### src/rtl/ycbcr_to_rgb_conv.sv
// BT.601 studio-range YCbCr to full-range RGB converter, 3-stage pipeline.
// Optional YCBCR_VALID_EN adds an in_valid/out_valid sideband aligned with the data.
module ycbcr_to_rgb_conv #(
  parameter int COEF_FRAC = 10,
  parameter int LATENCY   = 3
) (
  input  logic       clk,
  input  logic       rst,
  input  logic [7:0] y,
  input  logic [7:0] cb,
  input  logic [7:0] cr,
`ifdef YCBCR_VALID_EN
  input  logic       in_valid,
  output logic       out_valid,
`endif
  output logic [7:0] red,
  output logic [7:0] green,
  output logic [7:0] blue
);

  // 9-bit signed operand times (COEF_FRAC+3)-bit coefficient, three terms summed.
  localparam int SW = COEF_FRAC + 14;

  localparam int C_Y   = int'(1.164 * 2.0 ** COEF_FRAC);
  localparam int C_CRR = int'(1.596 * 2.0 ** COEF_FRAC);
  localparam int C_CRG = int'(0.813 * 2.0 ** COEF_FRAC);
  localparam int C_CBG = int'(0.392 * 2.0 ** COEF_FRAC);
  localparam int C_CBB = int'(2.017 * 2.0 ** COEF_FRAC);

  localparam logic signed [SW-1:0] RND  = SW'(2 ** (COEF_FRAC - 1));
  localparam logic signed [SW-1:0] MAXV = SW'(255);

  // Stage 1: offset-removed operands
  logic signed [8:0] y_o, cb_o, cr_o;

  always_ff @(posedge clk or negedge rst) begin
    if (!rst) begin
      y_o  <= '0;
      cb_o <= '0;
      cr_o <= '0;
    end else begin
      y_o  <= $signed({1'b0, y})  - 9'sd16;
      cb_o <= $signed({1'b0, cb}) - 9'sd128;
      cr_o <= $signed({1'b0, cr}) - 9'sd128;
    end
  end

  // Stage 2: products and per-channel sums
  logic signed [SW-1:0] p_y, p_crr, p_crg, p_cbg, p_cbb;
  logic signed [SW-1:0] r_sum, g_sum, b_sum;

  assign p_y   = SW'(y_o)  * SW'(C_Y);
  assign p_crr = SW'(cr_o) * SW'(C_CRR);
  assign p_crg = SW'(cr_o) * SW'(C_CRG);
  assign p_cbg = SW'(cb_o) * SW'(C_CBG);
  assign p_cbb = SW'(cb_o) * SW'(C_CBB);

  always_ff @(posedge clk or negedge rst) begin
    if (!rst) begin
      r_sum <= '0;
      g_sum <= '0;
      b_sum <= '0;
    end else begin
      r_sum <= p_y + p_crr;
      g_sum <= p_y - p_crg - p_cbg;
      b_sum <= p_y + p_cbb;
    end
  end

  // Round half up, drop fraction, clamp to 0..255
  function automatic logic [7:0] sat(input logic signed [SW-1:0] v);
    logic signed [SW-1:0] s;
    s = (v + RND) >>> COEF_FRAC;
    if (s < 0)         return 8'd0;
    else if (s > MAXV) return 8'd255;
    else               return s[7:0];
  endfunction

  // Stage 3: registered outputs
  always_ff @(posedge clk or negedge rst) begin
    if (!rst) begin
      red   <= '0;
      green <= '0;
      blue  <= '0;
    end else begin
      red   <= sat(r_sum);
      green <= sat(g_sum);
      blue  <= sat(b_sum);
    end
  end

`ifdef YCBCR_VALID_EN
  // No back-pressure: out_valid simply qualifies red/green/blue on the same cycle.
  logic [2:0] vld_sr;

  always_ff @(posedge clk or negedge rst) begin
    if (!rst) vld_sr <= '0;
    else      vld_sr <= {vld_sr[1:0], in_valid};
  end

  assign out_valid = vld_sr[2];
`endif

endmodule

### config.mk
export PLATFORM = sky130hd
export DESIGN_NAME = ycbcr_to_rgb_conv
export DESIGN_NICKNAME = d
export VERILOG_FILES = /design/src/rtl/ycbcr_to_rgb_conv.sv
export SDC_FILE = /design/constraint.sdc
export NUM_CORES = 1
export LEC_CHECK = 0
export ABC_AREA = 1
export BUFFER_PORTS_ARGS = -buffer_cell sky130_fd_sc_hd__buf_2
export CAP_MARGIN = 20
export CORE_MARGIN = 2
export CORE_UTILIZATION = 44
export DETAILED_ROUTE_END_ITERATION = 8
export GPL_TIMING_DRIVEN = 0
export PLACE_DENSITY = 0.72
export SYNTH_ARGS = -nofsm -noshare
export SYNTH_HDL_FRONTEND = slang
export SYNTH_SLANG_ARGS = --single-unit
export TNS_END_PERCENT = 20
### constraint.sdc
create_clock -name clk -period 7.33 [get_ports clk]
set_clock_uncertainty 0.15 [all_clocks]
set_input_delay 1.0995 -clock clk [delete_from_list [all_inputs] [get_ports clk]]
set_output_delay 1.0995 -clock clk [all_outputs]
set_load 0.05 [all_outputs]
==> results of run 1 <==
-- layout make-up --
type	instances	share of cell area
plain buffers	1	0.000276
clock buffers	12	0.0189
clock inverters	4	0.00248
inverters	331	0.0913
multi-input cells	1059	0.661
flip-flops and latches	90	0.166
well taps	378	0.0348
repair buffers	59	0.0252
-- tightest hold or removal path, cell delays in order (launching register included) --
cell     delay (ns)
dfrtp_1        0.36
ha_1           0.13
o21ai_1        0.06
inv_1          0.04
-- registers in the layout (all words and copies together) (netlist names), 9 cells and up --
name and flops:
g_sum 14, b_sum 14, y_o 9, r_sum 13
-- worst max-delay path by stage --
stage	to	slack [ns]	cells past startpoint
6_report	g_sum[22]$_DFF_PN0_	0.27	33
5_1_grt	g_sum[20]$_DFF_PN0_	-0.05	30
4_1_cts	g_sum[16]$_DFF_PN0_	0.02	29
3_5_place_dp	g_sum[21]$_DFF_PN0_	-0.26	31
3_3_place_gp	g_sum[21]$_DFF_PN0_	-0.20	31
2_1_floorplan	g_sum[21]$_DFF_PN0_	0.58	31
-- timing repair --
item                       in CTS  in global routing
setup endpoints to repair       7                 10
gates resized for setup         5                 20
pin swaps                       1                  3
hold buffers                    0                  0
buffers inserted                1                  8
gates cloned                    0                  0
-- synthesized netlist by cell type (7+ instances only) --
cell type / number / share of area
a21oi_1: 92 / 0.037
dfrtp_1: 90 / 0.18
fa_1: 88 / 0.14
ha_1: 281 / 0.28
inv_1: 328 / 0.10
nand2_1: 240 / 0.073
nand3_1: 67 / 0.027
nand4_1: 12 / 0.0061
nor2_1: 70 / 0.021
nor3_1: 16 / 0.0065
o21ai_0: 36 / 0.015
o21ai_1: 11 / 0.0044
o21ai_2: 7 / 0.0050
o21bai_1: 14 / 0.0085
xnor2_1: 16 / 0.011
xor2_1: 54 / 0.038
-- cell families after synthesis --
kind of cell | Yosys count | synth area share
AO/OA/AOI/OAI | 181 | 0.0837
buffers and inverters | 332 | 0.101
flip-flops | 90 | 0.182
XOR/XNOR | 70 | 0.0496
AND/OR/NAND/NOR | 439 | 0.157
adder cells (fa/ha/maj) | 369 | 0.427
-- per-stage QoR --
step           area [um^2]  instances
2_1_floorplan        12400       1481
3_3_place_gp         13100       1908
3_5_place_dp         13100       1909
4_1_cts              13400       1926
5_1_grt              13600       1934
6_report             13600       1934
-- metal layers --
layer | track usage | part of all wire | vias to the layer above
li1 | - | - | 4881
met1 | 0.239 | 0.44 | 4655
met2 | 0.365 | 0.50 | 178
met3 | 0.0327 | 0.045 | 44
met4 | 0.0626 | 0.025 | 0
met5 | 0 | 0 | -
==> impl_metrics.ini, run 1 <==
[setup_path]
cp-start-kind = flip-flop
endpoint_kind = flip-flop
r2r-end = g_sum[22]$_DFF_PN0_
arrival_ns = 7.16
cp_top_family = adder cells
path_common_cell = inv_1
critical_path_required_ns = 7.43
r2r-start = y_o[7]$_DFF_PN0_
cpMaxStageDelayCell = fa_1
crit_type = reg2reg
critPathMaxStageDelay_ns = 0.53
reg2reg_depth = 33
critPathBufInv = 13
crit_start = y_o[7]$_DFF_PN0_
r2r_setup_slack_ns = 0.27
crit_fanout = 7

[min_path]
whs_endpoint = green[0]$_DFF_PN0_
min_from = g_sum[10]$_DFF_PN0_
hp-class = reg2reg
hold_depth = 3

[floorplan]
chipWidth_um = 172
start_util = 0.447
die_h_um = 172
ios = 50
dieArea_um2 = 29500
core.rowCount = 61
core_area_um2 = 27700

[placed_design]
dp_hpwl_mm = 23.4
gp_congestion = 0.931
numPortBuffers = 49
dp_slack_ns = -0.262

[sta]
worst_hold_slack_ns = 0.476
finalSetupViolations = 0
fmax_mhz = 142
fin_ws_ns = 0.268
period_needed_ns = 7.06
finalHoldViolCount = 0
worstMarginPinSlew_ns = 1.07
tns_ns = 0
slew_violations = 0
relSlewSlack = 0.283
timing.final.crit_share = 0.964

[flow_run]
cap_violations = 0

[final_layout]
drive_gt1_frac = 0.0848
area_growth_pct = 9.96
fin_nets = 1946
filler_cell_count = 2686
mostFrequentLayoutCells = inv_1 (328), ha_1 (277), nand2_1 (239), a21oi_1 (88)
multi_input_area_um2 = 9000
post-route-util = 0.491
regArea_um2 = 2260
n_antenna_cell = 0
layout_commonest_cell = inv_1

[cts]
cts_buffer_depth = 2
cts_tree = done
insertion_delay_ns = 0.36
clock_sinks = 90
path_clk_slew_ns = 0.06
htreeDepth = 3
cts-root-buf = clkbuf_16
cts_buffers = 9

[global_routing]
grt_max_degree = 47
antenna_found_initial = 0
overflow = 0
grt_pass1_vias = 9976
grt.total_usage = 0.200
grt_pass1_wl_mm = 46.4

[logic_synthesis]
synth_area_um2 = 12400
seq_area_frac_synth = 0.182
synthCells = 1481
yosys_most_used_dff = dfrtp_1
ys_ff_latch = 90
synth_edf_count = 0
yosysWarnings = 0
async_reset_ff_frac = 1.00
synth.avg_cell_area_um2 = 8.35
synth_nets = 1876
synth_cell_type_count = 42

[drt]
num_vias = 9758
wirelength_mm = 27.7
first_iter_violations = 416
wl_per_cell_um = 14.3
drc = 0
ant_nets = 0
dr.pass1.iters = 5
vias_per_cell = 5.05

[outcome]
status = complete, no violations
Power of run 1 is left out: the tool's default activity adds up to more than one toggle a clock period on the data nets, which glitch-free logic cannot reach.
==> run 2: changes to the inputs <==
Settings changed: ABC_AREA 1 to unset.
==> run 2 against run 1 <==
Effect of this change:
- worst hold slack worse by 0.043 ns
- first-iteration DRC count shrank 45%
- critical path depth is 5 lower
- die area fell by 11%
- non-clock buffer count grew 23
- sequential share of layout area rose by 1.4 points
- core utilization grew 2.4 points
- global-route usage is 3.1 points lower
- clock-buffer cell count stayed put
- final area down 7.6%
- final cell count decreased by 22%
==> impl_metrics.ini, run 2 <==
[cts]
cts_buffer_depth = 2
cts_hold_buf = 0
htreeDepth = 3
clock_sinks = 90
insertion_delay_ns = 0.36
path_clk_slew_ns = 0.06
cts_tree = done
cts_buffers = 9
cts-root-buf = clkbuf_16

[drt]
drc = 0
vias_per_cell = 4.96
dr.pass1.iters = 4
num_vias = 7504
first_iter_violations = 229
wl_per_cell_um = 14.1
ant_nets = 0
wirelength_mm = 21.3

[setup_path]
crit_type = reg2reg
cp_top_family = adder cells
critical_path_required_ns = 7.41
endpoint_kind = flip-flop
critPathMaxStageDelay_ns = 0.56
crit_fanout = 4
critPathBufInv = 8
path_common_cell = ha_1
cp-start-kind = flip-flop
cpMaxStageDelayCell = fa_2
arrival_ns = 7.35

[global_routing]
met2_usage = 0.298
grt.total_usage = 0.169
grt_util_met3 = 0.0276
overflow = 0
grt_pass1_wl_mm = 35.3
met1_usage = 0.212
grt_pass1_vias = 7546
grt_max_degree = 67
busiest_layer = met2
antenna_found_initial = 0

[logic_synthesis]
async_reset_ff_frac = 1.00
synthCells = 1095
synth_edf_count = 0
synth_common_cells = ha_1 (281), inv_1 (242), dfrtp_1 (90)
synth_nets = 1490
synth.avg_cell_area_um2 = 10.0
seq_area_frac_synth = 0.206
synth_area_um2 = 11000
synth_cell_type_count = 52
synth_area_leader_cell = ha_1
synth_most_common_cell = ha_1
yosys_most_used_dff = dfrtp_1
ys_ff_latch = 90
ys_top_cells_by_area = ha_1 (32%), dfrtp_1 (21%), fa_1 (16%)
yosysWarnings = 0
yosysTopAreaCellShare = 0.321

[placed_design]
dp_hpwl_mm = 17.1
dp_cells = 1469
numPortBuffers = 49
gp_congestion = 0.869

[sta]
slew_violations = 0
rsz0062_at_grt = true
timing.final.crit_share = 0.992
finalHoldViolCount = 0
relSlewSlack = 0.426
fmax_mhz = 137
worstMarginPinSlew_ns = 0.861
period_needed_ns = 7.27
finalSetupViolations = 0

[floorplan]
dieArea_um2 = 26200
die_h_um = 162
core_area_um2 = 24400
chipWidth_um = 162
start_util = 0.449
core.rowCount = 57
ios = 50

[final_layout]
fin_nets = 1580
area_growth_pct = 14.7
mostFrequentLayoutCells = ha_1 (262), inv_1 (233), fa_1 (85), dfrtp_1 (82), xnor2_1 (56)
post-route-util = 0.515
drive_gt1_frac = 0.146
instances_no_fill = 1514
layout_commonest_cell = ha_1
top_regs = b_sum x14, g_sum x14, r_sum x13
n_antenna_cell = 0
filler_cell_count = 2142

[outcome]
status = complete, no violations

[flow_run]
cap_violations = 0

[min_path]
hp-class = reg2reg
## run 2: cell families (layout without fill, tap and decap cells)
kind of cell               Yosys count  in the layout  synth area share
AOI/OAI and AO/OA                  127            127            0.0772
xor gates and xnor gates            85             85            0.0680
adders and majority gates          369            369             0.482
buffers and inverters              246            341            0.0843
DFF                                 90             90             0.206
muxes                                6              6           0.00583
and+or+nand+nor                    172            172            0.0773
## run 2: repair_timing
action                                 CTS  global route
gates resized for setup                 50            21
setup endpoints to repair                9             6
buffers inserted                        20             9
endpoints found under the hold margin    0             0
pin swaps                               33            39
## run 2: layout make-up
| class | count | area, um^2 | area share |
|---|---|---|---|
| flip-flops and latches | 90 | 2260 | 0.180 |
| well taps | 324 | 405 | 0.0323 |
| repair buffers | 79 | 500 | 0.0398 |
| clock inverters | 4 | 75.1 | 0.00597 |
| inverters | 242 | 908 | 0.0723 |
| multi-input cells | 759 | 8150 | 0.649 |
| clock buffers | 12 | 246 | 0.0196 |
| plain buffers | 4 | 15.0 | 0.00119 |
## run 2: path summary, 6_finish.rpt
check / start / end / slack, ns / cells past startpoint
worst max-delay path: y_o[5]$_DFF_PN0_ / g_sum[20]$_DFF_PN0_ / 0.06 / 28
worst min-delay path: b_sum[11]$_DFF_PN0_ / blue[1]$_DFF_PN0_ / 0.43 / 2
worst max register to register: y_o[5]$_DFF_PN0_ / g_sum[20]$_DFF_PN0_ / 0.06 / 28
worst min register to register: b_sum[11]$_DFF_PN0_ / blue[1]$_DFF_PN0_ / 0.43 / 2
max in group asynchronous: rst / red[7]$_DFF_PN0_ / 5.89 / 2
min in group asynchronous: rst / cb_o[6]$_DFF_PN0_ / 0.50 / 1
## run 2: tightest hold or removal path, cell delays in order, from the launching register on
cell and delay, ns:
dfrtp_1 0.36, xnor2_1 0.12, a21oi_1 0.06
## run 2: stage by stage
step           hold WS [ns]  setup WS [ns]  TNS [ns]  area (um^2)
2_1_floorplan         0.401         0.0985         0        11000
3_3_place_gp          0.428         -0.664     -3.41        11600
3_5_place_dp          0.423         -0.703     -3.67        11600
4_1_cts               0.435        0.00631         0        12400
5_1_grt               0.465         -0.179    -0.826        12600
6_report              0.433         0.0552         0        12600
## run 2: layer usage
metal	share of wire	vias up
met1	0.44	3587
li1	-	3766
met5	0	-
met3	0.037	31
met4	0.018	0
met2	0.51	120
Power of run 2 is left out for the same reason.
